File: config.mk
export PLATFORM = sky130hd
export DESIGN_NAME = sa_result_drain
export DESIGN_NICKNAME = d
export VERILOG_FILES = /design/src/rtl/sa_pkg.sv /design/src/rtl/sa_sat_narrow.sv /design/src/rtl/sa_result_drain.sv
export SDC_FILE = /design/constraint.sdc
export NUM_CORES = 1
export LEC_CHECK = 0
export CAP_MARGIN = 5
export CORE_MARGIN = 4
export CORE_UTILIZATION = 35
export DETAILED_ROUTE_END_ITERATION = 16
export PLACE_DENSITY_LB_ADDON = 0.05
export SLEW_MARGIN = 10
export SYNTH_ARGS = -nofsm -noshare
export SYNTH_HDL_FRONTEND = slang
export SYNTH_SLANG_ARGS = --single-unit
File: constraint.sdc
create_clock -name clk -period 133.7 [get_ports clk]
set_clock_uncertainty 0.15 [all_clocks]
set_input_delay 13.37 -clock clk [delete_from_list [all_inputs] [get_ports clk]]
set_output_delay 13.37 -clock clk [all_outputs]
set_load 0.02 [all_outputs]
File: src/rtl/sa_pkg.sv
// Shared defaults, FSM state type and saturation helper for sa_result_drain.
// Optional output saturation is enabled by defining SA_DRAIN_SAT8_EN.
package sa_pkg;

  localparam int SA_WIDTH = 8;
  localparam int SA_N     = 4;

  typedef enum logic [1:0] {
    ST_IDLE,
    ST_STREAM,
    ST_CLEAR
  } sa_state_e;

  // Returns {above_max, below_min} for v against signed w-bit range.
  function automatic logic [1:0] sa_sat(
    input logic signed [63:0] v,
    input int                 w
  );
    logic signed [63:0] hi;
    logic signed [63:0] lo;
    hi = (64'sd1 <<< (w - 1)) - 64'sd1;
    lo = -(64'sd1 <<< (w - 1));
    return {(v > hi), (v < lo)};
  endfunction

endpackage

File: src/rtl/sa_sat_narrow.sv
// Clamps a signed 2*WIDTH element into signed WIDTH range.
// Used by sa_result_drain only when SA_DRAIN_SAT8_EN is defined.
module sa_sat_narrow
  import sa_pkg::*;
#(
  parameter int WIDTH = SA_WIDTH
) (
  input  logic [2*WIDTH-1:0] i_val,
  output logic [2*WIDTH-1:0] o_val
);

  logic signed [63:0] w_wide;
  logic [1:0]         w_flag;

  assign w_wide = {{(64-2*WIDTH){i_val[2*WIDTH-1]}}, i_val};
  assign w_flag = sa_sat(w_wide, WIDTH);

  always_comb begin
    o_val = i_val;
    unique case (1'b1)
      w_flag[1]: o_val = {{(WIDTH+1){1'b0}}, {(WIDTH-1){1'b1}}};
      w_flag[0]: o_val = {{(WIDTH+1){1'b1}}, {(WIDTH-1){1'b0}}};
      default:   o_val = i_val;
    endcase
  end

endmodule

File: src/rtl/sa_result_drain.sv
// Captures both systolic result matrices on done and streams them out.
// Define SA_DRAIN_SAT8_EN to saturate out_data to signed WIDTH range.
module sa_result_drain
  import sa_pkg::*;
#(
  parameter int WIDTH = SA_WIDTH,
  parameter int N     = SA_N
) (
  input  logic                      clk,
  input  logic                      reset,
  input  logic                      done,
  input  logic [N*N*2*WIDTH-1:0]    res1_flat,
  input  logic [N*N*2*WIDTH-1:0]    res2_flat,
  output logic                      out_valid,
  input  logic                      out_ready,
  output logic [2*WIDTH-1:0]        out_data,
  output logic                      out_mat,
  output logic [$clog2(N)-1:0]      out_row,
  output logic [$clog2(N)-1:0]      out_col,
  output logic                      out_last,
  output logic                      busy,
  output logic                      acc_clear,
  output logic                      overrun
);

  localparam int EW = 2 * WIDTH;
  localparam int NE = N * N;
  localparam int RW = $clog2(N);
  localparam int IW = $clog2(2 * NE);

  sa_state_e      r_state;
  sa_state_e      w_next;
  logic [IW-1:0]  r_idx;
  logic [EW-1:0]  r_buf [2*NE];
  logic           r_ovr;

  logic           w_cap;
  logic           w_xfer;
  logic           w_last;
  logic           w_mat;
  logic [IW-1:0]  w_elem;
  logic [EW-1:0]  w_raw;
  logic [EW-1:0]  w_data;

  assign w_cap  = (r_state == ST_IDLE) && done;
  assign w_xfer = out_valid && out_ready;
  assign w_last = (r_idx == IW'(2*NE-1));

  always_ff @(posedge clk) begin
    if (reset) begin
      r_state <= ST_IDLE;
      r_idx   <= '0;
      r_ovr   <= 1'b0;
    end else begin
      r_state <= w_next;
      if (done && (r_state != ST_IDLE))
        r_ovr <= 1'b1;
      if (w_cap || (w_xfer && w_last))
        r_idx <= '0;
      else if (w_xfer)
        r_idx <= r_idx + IW'(1);
    end
  end

  // Snapshot buffer; no reset needed, it is only read in STREAM.
  always_ff @(posedge clk) begin
    if (w_cap && !reset) begin
      for (int k = 0; k < NE; k++) begin
        r_buf[k]      <= res1_flat[EW*k +: EW];
        r_buf[NE + k] <= res2_flat[EW*k +: EW];
      end
    end
  end

  always_comb begin
    w_next = r_state;
    unique case (r_state)
      ST_IDLE:   if (done) w_next = ST_STREAM;
      ST_STREAM: if (w_xfer && w_last) w_next = ST_CLEAR;
      ST_CLEAR:  w_next = ST_IDLE;
      default:   w_next = ST_IDLE;
    endcase
  end

  assign w_mat  = (r_idx >= IW'(NE));
  assign w_elem = w_mat ? (r_idx - IW'(NE)) : r_idx;
  assign w_raw  = r_buf[r_idx];

`ifdef SA_DRAIN_SAT8_EN
  sa_sat_narrow #(
    .WIDTH (WIDTH)
  ) u_sat (
    .i_val (w_raw),
    .o_val (w_data)
  );
`else
  assign w_data = w_raw;
`endif

  always_comb begin
    out_valid = 1'b0;
    out_data  = '0;
    out_mat   = 1'b0;
    out_row   = '0;
    out_col   = '0;
    out_last  = 1'b0;
    busy      = (r_state != ST_IDLE);
    acc_clear = (r_state == ST_CLEAR);
    overrun   = r_ovr;
    if (r_state == ST_STREAM) begin
      out_valid = 1'b1;
      out_data  = w_data;
      out_mat   = w_mat;
      out_row   = RW'(w_elem / IW'(N));
      out_col   = RW'(w_elem % IW'(N));
      out_last  = w_last;
    end
  end

endmodule

==> parameters.txt <==
Parameter                              Value

Status
  Result of the run    completed

STA
  Setup-failing EPs final    0
  Min Tclk post-route    18.56 ns
  Final total negative setup slack    0 ns
  Fin crit share    0.1388
  Actual slew at the worst max-slew pin    1.131 ns
  Number of max-slew violations in the final report    0
  PnR worst setup slack    115.14 ns
  Count of endpoints failing hold in the final timing report    0
  Achievable frequency    53.89 MHz
  Slew margin rel.    0.2459
  Unrepaired setup endpoints after global routing    no

Worst setup path
  Register-to-register path setup slack    129.38 ns
  CP cell instances    buf_4, buf_4, nor2_1, buf_4, a221oi_1, o21ai_0, a31oi_1, clkdlybuf4s50_1
  Startpoint type of the worst setup path    flip-flop
  Crit Path Class    flip-flop to primary output
  Worst Path Buf+Inv    4
  CP endpoint kind    primary output
  Length in cells of the worst reg-to-reg path    5
  Capturing point of the worst reg2reg path    r_buf[16][9]$_DFFE_PP_
  Worst Path Required    120.18 ns
  Gate family responsible for the most delay along the worst path    buffers and inverters
  Arrival time of data at the critical path endpoint    5.04 ns
  Critical path's slowest cell    dfxtp_4
  Cell count along the critical path    8
  Destination of the critical timing path    out_data[11]
  Worst reg2reg path startpoint    r_state[0]$_SDFFE_PP0P_
  Slowest cell delay on critical path    0.77 ns
  Biggest fanout along the worst timing path    40
  Most frequent cell on the critical path    buf_4

Cells and area
  Count of nets after finishing    1969
  Final cell count without fillers    2276
  Final standard cell area without fillers    28290 µm²
  Layout overhead on the synthesized area    39.01%
  Layout Utilization    0.4913
  Layout cells sized above 1    0.1220

Logic synthesis
  Number of instances in the synthesized netlist    885
  Proportion of register bits with asynchronous set or reset after synthesis    0
  Sequential element share of the synthesized area    0.7683
  Post-synthesis area per instance    23.00 µm²
  Library cells used by synthesis    38
  Warning count from the yosys run    0
  Number of enable-type register cells in the synthesized netlist    512
  Primary FF master, synth    edfxtp_1
  Total of flip-flops plus latches after synthesis    525
  Synthesized netlist net count    1403
  Synthesized area    20350 µm²

Pwr
  Switching power of the nets    77.51 µW
  Switching portion of total power    0.2036
  Seq pwr share    0.503
  Power share of the combinational group    0.078
  Cell internal power dissipation    303.2 µW
  Share of total power in the clock network    0.420
  Lkg Pwr    0.009171 µW
  Power density over the cells    13.46 nW/µm²
  Largest vdd supply drop    0.000009018 V

Route
  Via count    11190
  First-pass iteration count of the detailed router    5
  Average wire per cell in the routed design    27.11 µm
  # DRC    0
  Iteration-0 DRC Markers    684
  Number of vias per cell after detailed routing    4.917
  WL final    61700 µm
  ANT nets after route    0

Global route
  Maximum number of pins on one net before global-route repair    209
  Vias in the first global route    12180
  Global-route wire length before repair    86390 µm
  Initial antenna violation count    20
  Leftover overflow at the end of global routing    0
  Global Route Usage Sum    0.1931

Place
  Routability Congestion    0.7856
  I/O Buffers    541
  Placed standard-cell area    26360 µm²
  Total instance count after detailed placement    2157
  Detailed Place HPWL    45120 µm
  Worst slack at placement    115.54 ns

Floorplanning
  Core footprint    57590 µm²
  Starting density of the core    0.3534
  Ports    542
  X dimension of the die    249.1 µm
  Vertical die dimension    249.1 µm
  Die outline area    62070 µm²
  Number of placement rows    88

Clock tree
  Master cell of the clock root buffer    clkbuf_16
  Number of gates resized after CTS    0
  Hold-fix buffers at CTS    0
  Worst-Skew Late Latency    0.59 ns
  Clock-pin transition on the worst setup and hold timing paths    0.06 ns
  H-tree levels    2
  CTS Sinks    525
  Setup Fix Bufs, Post-CTS    0
  Buffer levels on the longest clock path    3
  Clock tree from TritonCTS    yes
  TritonCTS Buffers    57

Job
  Max-cap violations    0

Hold path
  Worst hold path class    flip-flop to flip-flop
  Origin of the worst min-delay path    overrun$_SDFFE_PP0P_
-- per-stage QoR --
step                      total power [µW]  hold slack (ns)
after floorplan                      214.2           0.3131
after global placement               224.3           0.3074
after detailed placement             224.8           0.3092
after CTS                            386.0           0.3340
after global routing                 394.7           0.3843
final                                380.7           0.3393
-- cell type report --
cell class | count | area (µm²)
Fill cell | 4792 | 29300
Sequential cell | 525 | 15640
Timing Repair Buffer | 556 | 5540
Multi-Input combinational cell | 308 | 4207
Clock buffer | 68 | 1510
Tap cell | 765 | 957.2
Clock inverter | 40 | 392.9
Antenna cell | 11 | 27.53
Inverter | 3 | 11.26
-- per-layer routing --
| layer | up-vias | wire length, µm | track usage |
|---|---|---|---|
| li1 | 4970 | - | - |
| met3 | 89 | 3996 | 0.04991 |
| met5 | - | 101 | 0 |
| met1 | 5688 | 24460 | 0.2391 |
| met2 | 427 | 31680 | 0.3333 |
| met4 | 16 | 1456 | 0.06248 |
-- synthesized netlist by cell type (9+ instances only) --
| cell | number | area [µm²] |
|---|---|---|
| edfxtp_1 | 512 | 15370 |
| mux4_2 | 72 | 1622 |
| mux2i_1 | 64 | 640.6 |
| mux4_1 | 40 | 1051 |
| a31oi_1 | 17 | 106.4 |
| a221o_1 | 16 | 160.2 |
| a22oi_1 | 16 | 120.1 |
| nand2_1 | 16 | 60.06 |
| buf_6 | 14 | 157.7 |
| dfxtp_1 | 13 | 260.3 |
| clkbuf_8 | 12 | 165.2 |
| o21ai_0 | 12 | 60.06 |
| a221oi_1 | 10 | 87.58 |
| nor2_1 | 9 | 33.78 |
-- placed cells by master, fill, tap and decap left out, types with 4 or more instances in the layout --
cell type	count
nand3_1	4
edfxtp_1	512
mux4_1	40
o21ai_0	12
nor2_1	9
o2111ai_1	6
a31oi_1	17
mux2i_1	64
dfxtp_1	10
clkbuf_16	59
nand2_1	16
clkinv_2	15
a21oi_1	4
and2_1	6
clkdlybuf4s50_1	541
mux4_2	72
clkbuf_1	9
diode_2	11
a221o_1	16
buf_4	14
bufinv_16	8
clkinv_1	14
a221oi_1	10
a22oi_1	16
-- power by group through the flow --
stage               Combinational (µW)  Sequential, µW  Clock, µW
floorplan                         9.38             205          0
CTS                               30.1             191        165
global placement                  29.6             195          0
detailed placement                30.0             195          0
global route                      31.4             192        171
finish                            29.6             191        160
-- sequential cells by signal, summed over array words and instances, names as in the netlist, named ones only --
| name | count |
|---|---|
| r_idx | 5 |
| overrun | 1 |
| r_buf | 512 |
| r_state | 2 |
-- worst min-delay path by stage --
stage | cells after the start | slack [ns] | to
floorplan | 2 | 0.31 | flip-flop
global placement | 2 | 0.31 | overrun$_SDFFE_PP0P_
CTS | 2 | 0.33 | overrun$_SDFFE_PP0P_
finish | 2 | 0.34 | overrun$_SDFFE_PP0P_
global route | 2 | 0.38 | overrun$_SDFFE_PP0P_
detailed placement | 2 | 0.31 | overrun$_SDFFE_PP0P_
-- worst reg2reg max path, stage by stage, from the launching register on --
cell	delay, ns
dfxtp_1	0.34
or2_2	0.34
nor3b_2	0.23
buf_12	0.80
buf_4	1.02
buf_4	0.96
-- logic make-up after synthesis --
logic type	count (synthesis)	share of synthesized area
multiplexers	176	0.1628
XOR/XNOR	2	0.0008609
adder cells (fa/ha/maj)	2	0.001229
AND/OR/NAND/NOR	46	0.01119
flip-flops	525	0.7683
buffers and inverters	52	0.02539
AO/OA/AOI/OAI	82	0.03025
(Power assumes the default switching activity.)
